File: config.mk
export PLATFORM = sky130hd
export DESIGN_NAME = fp_sum_block_lane_unpack_p3_flat
export DESIGN_NICKNAME = d
export VERILOG_FILES = /design/src/rtl/fp_sum_block_lane_unpack_p3_if.sv /design/src/rtl/fp_sum_block_lane_unpack_p3.sv /design/src/flat_wrapper.sv
export SDC_FILE = /design/constraint.sdc
export NUM_CORES = 1
export LEC_CHECK = 0
export CAP_MARGIN = 25
export CORE_MARGIN = 2
export CORE_UTILIZATION = 35
export CTS_BUF_LIST = sky130_fd_sc_hd__clkbuf_16
export DETAILED_ROUTE_END_ITERATION = 6
export PLACE_DENSITY = 0.67
export SKIP_CTS_REPAIR_TIMING = 1
export SLEW_MARGIN = 15
export SYNTH_ARGS = -nofsm -noshare
export SYNTH_HDL_FRONTEND = slang
export SYNTH_SLANG_ARGS = --single-unit
File: constraint.sdc
create_clock -name nvdla_core_clk -period 1.6 [get_ports nvdla_core_clk]
set_input_delay 0.32 -clock nvdla_core_clk [delete_from_list [all_inputs] [get_ports nvdla_core_clk]]
set_output_delay 0.32 -clock nvdla_core_clk [all_outputs]
set_load 0.01 [all_outputs]
File: src/rtl/fp_sum_block_lane_unpack_p3_if.sv
// Handshake bundle between the p2 packed-word register, the lane unpacker and the
// downstream fp16 lane consumer.
interface fp_sum_block_lane_unpack_p3_if #(
  parameter int DIN_W  = 32,
  parameter int LANE_W = 16
);
  logic [DIN_W-1:0]  fp16_dout_4_in_pd_d2;
  logic              fp16_dout_4_in_vld_d2;
  logic              fp16_dout_4_in_rdy_d2;
  logic [LANE_W-1:0] fp16_lane_4_pd;
  logic              fp16_lane_4_vld;
  logic              fp16_lane_4_sel;
  logic              fp16_lane_4_rdy;

  // slave: the unpacker itself (takes packed words, produces lanes)
  modport slave (
    input  fp16_dout_4_in_pd_d2,
    input  fp16_dout_4_in_vld_d2,
    output fp16_dout_4_in_rdy_d2,
    output fp16_lane_4_pd,
    output fp16_lane_4_vld,
    output fp16_lane_4_sel,
    input  fp16_lane_4_rdy
  );

  // master: the surrounding pipe (p2 word source plus lane sink)
  modport master (
    output fp16_dout_4_in_pd_d2,
    output fp16_dout_4_in_vld_d2,
    input  fp16_dout_4_in_rdy_d2,
    input  fp16_lane_4_pd,
    input  fp16_lane_4_vld,
    input  fp16_lane_4_sel,
    output fp16_lane_4_rdy
  );
endinterface

File: src/rtl/fp_sum_block_lane_unpack_p3.sv
// Splits each packed two-lane fp16 word from p2 into two lane handshakes, low lane
// first, with a registered valid and no bubble between back-to-back words.
//
// state | meaning
// EMPTY | no lane presented (out_vld=0)
// LO    | lane 0 presented, lane 1 parked in hi_buf
// HI    | lane 1 presented, nothing pending
module fp_sum_block_lane_unpack_p3 #(
  parameter int DIN_W  = 32,
  parameter int LANE_W = 16
) (
  input  logic                                nvdla_core_clk,
  input  logic                                nvdla_core_rstn,
  fp_sum_block_lane_unpack_p3_if.slave        bus
);

  generate
    if (DIN_W != 2 * LANE_W) begin : g_bad_width
      $error("DIN_W must equal 2*LANE_W");
    end
  endgenerate

  typedef enum logic [1:0] {
    S_EMPTY = 2'd0,
    S_LO    = 2'd1,
    S_HI    = 2'd2
  } state_e;

  logic              out_vld_q, out_vld_d;
  logic              out_sel_q, out_sel_d;
  logic [LANE_W-1:0] out_pd_q,  out_pd_d;
  logic [LANE_W-1:0] hi_buf_q,  hi_buf_d;

  state_e            state;
  logic              in_rdy;
  logic              acc_in;
  logic              acc_out;
  logic [LANE_W-1:0] in_lo;
  logic [LANE_W-1:0] in_hi;

  assign in_lo = bus.fp16_dout_4_in_pd_d2[LANE_W-1:0];
  assign in_hi = bus.fp16_dout_4_in_pd_d2[DIN_W-1:LANE_W];

  always_comb begin
    state = S_EMPTY;
    if (out_vld_q) begin
      state = out_sel_q ? S_HI : S_LO;
    end
  end

  // Ready only when nothing is shown, or lane 1 is leaving this very cycle.
  assign in_rdy  = !out_vld_q || (out_sel_q && bus.fp16_lane_4_rdy);
  assign acc_in  = bus.fp16_dout_4_in_vld_d2 && in_rdy;
  assign acc_out = out_vld_q && bus.fp16_lane_4_rdy;

  always_ff @(posedge nvdla_core_clk or negedge nvdla_core_rstn) begin
    if (!nvdla_core_rstn) begin
      out_vld_q <= 1'b0;
      out_sel_q <= 1'b0;
      out_pd_q  <= '0;
      hi_buf_q  <= '0;
    end else begin
      out_vld_q <= out_vld_d;
      out_sel_q <= out_sel_d;
      out_pd_q  <= out_pd_d;
      hi_buf_q  <= hi_buf_d;
    end
  end

  always_comb begin
    out_vld_d = out_vld_q;
    out_sel_d = out_sel_q;
    out_pd_d  = out_pd_q;
    hi_buf_d  = hi_buf_q;
    case (state)
      S_EMPTY: begin
        if (acc_in) begin
          out_vld_d = 1'b1;
          out_sel_d = 1'b0;
          out_pd_d  = in_lo;
          hi_buf_d  = in_hi;
        end
      end
      S_LO: begin
        if (acc_out) begin
          out_sel_d = 1'b1;
          out_pd_d  = hi_buf_q;
        end
      end
      S_HI: begin
        if (acc_out) begin
          if (acc_in) begin
            out_vld_d = 1'b1;
            out_sel_d = 1'b0;
            out_pd_d  = in_lo;
            hi_buf_d  = in_hi;
          end else begin
            // out_pd keeps the last lane; sel returns to the idle encoding
            out_vld_d = 1'b0;
            out_sel_d = 1'b0;
          end
        end
      end
      default: begin
        out_vld_d = 1'b0;
        out_sel_d = 1'b0;
      end
    endcase
  end

  always_comb begin
    bus.fp16_dout_4_in_rdy_d2 = in_rdy;
    bus.fp16_lane_4_vld       = out_vld_q;
    bus.fp16_lane_4_sel       = out_sel_q;
    bus.fp16_lane_4_pd        = out_pd_q;
  end

endmodule

File: src/flat_wrapper.sv
// flat-port wrapper written by rule: the top's interface ports become plain ports
module fp_sum_block_lane_unpack_p3_flat 
#(
  parameter int DIN_W  = 32,
  parameter int LANE_W = 16
)
  (nvdla_core_clk, nvdla_core_rstn, bus_fp16_dout_4_in_pd_d2, bus_fp16_dout_4_in_vld_d2, bus_fp16_dout_4_in_rdy_d2, bus_fp16_lane_4_pd, bus_fp16_lane_4_vld, bus_fp16_lane_4_sel, bus_fp16_lane_4_rdy);
  fp_sum_block_lane_unpack_p3_if #(.DIN_W(DIN_W), .LANE_W(LANE_W)) bus_i ();
  input  logic nvdla_core_clk;
  input  logic nvdla_core_rstn;
  input wire logic [$bits(bus_i.fp16_dout_4_in_pd_d2)-1:0] bus_fp16_dout_4_in_pd_d2;
  input wire logic [$bits(bus_i.fp16_dout_4_in_vld_d2)-1:0] bus_fp16_dout_4_in_vld_d2;
  output wire logic [$bits(bus_i.fp16_dout_4_in_rdy_d2)-1:0] bus_fp16_dout_4_in_rdy_d2;
  output wire logic [$bits(bus_i.fp16_lane_4_pd)-1:0] bus_fp16_lane_4_pd;
  output wire logic [$bits(bus_i.fp16_lane_4_vld)-1:0] bus_fp16_lane_4_vld;
  output wire logic [$bits(bus_i.fp16_lane_4_sel)-1:0] bus_fp16_lane_4_sel;
  input wire logic [$bits(bus_i.fp16_lane_4_rdy)-1:0] bus_fp16_lane_4_rdy;
  assign bus_i.fp16_dout_4_in_pd_d2 = bus_fp16_dout_4_in_pd_d2;
  assign bus_i.fp16_dout_4_in_vld_d2 = bus_fp16_dout_4_in_vld_d2;
  assign bus_fp16_dout_4_in_rdy_d2 = bus_i.fp16_dout_4_in_rdy_d2;
  assign bus_fp16_lane_4_pd = bus_i.fp16_lane_4_pd;
  assign bus_fp16_lane_4_vld = bus_i.fp16_lane_4_vld;
  assign bus_fp16_lane_4_sel = bus_i.fp16_lane_4_sel;
  assign bus_i.fp16_lane_4_rdy = bus_fp16_lane_4_rdy;
  fp_sum_block_lane_unpack_p3 #(.DIN_W(DIN_W), .LANE_W(LANE_W)) u_core (.nvdla_core_clk(nvdla_core_clk), .nvdla_core_rstn(nvdla_core_rstn), .bus(bus_i));
endmodule
==> out/metrics.cfg <==
[clock_tree]
clk_pin_slew_ns=0.05
clock_path_buffers=2
cts_buffers=5
root_buffer=clkbuf_16
cts_tree=built
htreeDepth=2
worst_skew_pair.late_latency_ns=0.27
clock-sinks=34

[cells_and_area]
fin_util_pct=54.8
drive_gt1_share_pct=39.6
fill_cells=339
fin_cells=211
final_cell_mix=53 x clkdlybuf4s50_1, 38 x mux2_2, 34 x dfrtp_1, 10 x mux2_4, 5 x clkbuf_16
final_common_cell=clkdlybuf4s50_1
nets=194
areaGrowthSynthToFinish_pct=52.6
antennaDiodeCount=0

[timing]
rsz0062_at_grt=true
final_max_slew_viol_count=0
worst_slack_ns=0.0238
fin_worst_skew_ns=0.00544
fmax_ghz=0.634
setup_viol=0
hold_violations=0
relSlewSlack_pct=71.5
fin_crit_sh_pct=98.5
tightest_slew_ns=0.428
period_minus_slack_ns=1.58

[power]
pwr-share-clk_pct=24.2
power_frac_seq_pct=35.0
switchingPower_mw=1.11
vdd.ir_drop.worst_uv=798
p_int_mw=3.20
power_frac_comb_pct=40.7
p_sw_share_pct=25.8
powerDensity_nw_per_um2=1830
p_leak_nw=1.02

[worst_setup_path]
critPathLaunchType=register
crit_fanout=4
r2r_slack_ns=0.07
slowest_stage=clkdlybuf4s50_1
worstSetupPathType=reg -> out
worstRegToRegCells=5
path_depth=1
cp_num_buf_inv=1
cpPeakStageDelay_ns=0.57
critical-path-top-delay-family=buffers and inverters
endpoint_kind=primary output
cp.arrival_ns=1.26
cp_cell_sequence=clkdlybuf4s50_1
cp.required_ns=1.28

[die]
rows=24
ios=55
core-area_um2=4290
die_area_um2=4950
fp.dieH_um=70.4
die_w_um=70.4
initial_core_util_pct=35.9

[placement]
dp_hpwl_mm=2.36
dp_cells=201
post-place-ws_ns=-0.254
gp_congestion=0.684
portBuffers=54

[synthesis]
synthTopCellsByArea=dfrtp_1 55%, mux2_2 28%, mux2_4 9.7%, buf_6 1.5%, buf_12 1.3%
ys_types=14
yosysTopAreaCell=dfrtp_1
synth_area_um2=1540
yosys_register_bits=34
syn_nets=131
syn_inst=95
ys_warn_count=0
synth-seq-area-share_pct=55.2
avgSynthCellArea_um2=16.2
yosys.area.top_type_share_pct=55.2

[drt]
via_per_inst=4.79
drtIter0Drc=19
routed_wl_mm=3.43
firstDrtPassIters=4
routedWlPerCell_um=16.2
vias=1011
antenna_left=0
drcViolationCount=0

[grt]
grt.overflow.total=0
grt_pass1_vias=1114
grt_max_degree=35
grt_pass1_wl_mm=5.66
grt_usage_pct=14.9
antenna_found_initial=0

[job]
drv_cap=0

[hold_path]
min_path_type=in -> async

[status]
outcome=finished, final reports clean

path summary, 6_finish.rpt:
check	from	to
setup / recovery	u_core.bus.fp16_lane_4_sel	bus_fp16_lane_4_sel
setup reg to reg	u_core.bus.fp16_lane_4_sel	u_core.hi_buf_q[13]
min in group nvdla_core_clk	u_core.hi_buf_q[5]	u_core.hi_buf_q[5]
hold / removal	nvdla_core_rstn	u_core.bus.fp16_lane_4_pd[11]
hold reg to reg	u_core.hi_buf_q[5]	u_core.hi_buf_q[5]
max in group asynchronous	nvdla_core_rstn	u_core.bus.fp16_lane_4_sel
final cells by class:
type / instances / area [um2] / share of cell area, %
clock buffers: 5 / 125 / 5.32
clock inverters: 3 / 37.5 / 1.60
repair buffers: 61 / 633 / 26.9
flip-flops and latches: 34 / 851 / 36.2
multi-input cells: 56 / 641 / 27.2
well taps: 52 / 65.1 / 2.77
cell usage after synthesis:
master / number
mux2_4: 10
nor2b_1: 1
a21bo_2: 1
nand2b_1: 1
dfrtp_1: 34
or2b_1: 1
buf_6: 2
buf_4: 2
o21a_1: 1
buf_12: 1
a22o_1: 1
mux2_2: 38
o21ai_0: 1
nand2_1: 1
sequential cells by signal (all words and copies together), names as in the netlist:
register / flops
u_core.bus.fp16_lane_4_vld: 1
u_core.bus.fp16_lane_4_pd: 16
u_core.bus.fp16_lane_4_sel: 1
u_core.hi_buf_q: 16
cell families (layout without fill, tap and decap cells):
group                  count (synthesis)  after routing  synth area share [%]
DFF                                   34             34                  55.2
and+or+nand+nor                        4              4                  1.54
buffers and inverters                  5             69                  3.73
muxes                                 48             48                  37.5
AOI/OAI and AO/OA                      4              4                  2.03
metal layers:
layer  part of all wire (%)  GRT usage, %
met2                     49          23.9
met4                   0.32          3.85
met1                     43          19.0
met5                      0             0
met3                    7.9          5.48
power by group through the flow:
stage,logic (mW),clock network (mW),registers (mW)
after floorplan,0.921,0,1.57
after global placement,1.70,0,1.49
after detailed placement,1.74,0,1.51
after CTS,1.75,1.08,1.51
after global routing,1.87,1.13,1.57
final,1.75,1.04,1.51
metrics by stage:
stage | total power [mW] | hold slack (ns) | setup TNS [ns] | cell area (um2)
3_3_place_gp | 3.18 | 0.481 | -3.99 | 2170
2_1_floorplan | 2.49 | 0.0244 | 0 | 1540
6_report | 4.31 | 0.471 | 0 | 2350
4_1_cts | 4.34 | 0.482 | -0.257 | 2330
3_5_place_dp | 3.26 | 0.492 | -5.41 | 2170
5_1_grt | 4.56 | 0.518 | -0.0186 | 2350
Note: power is estimated with default switching activity, not from simulation.
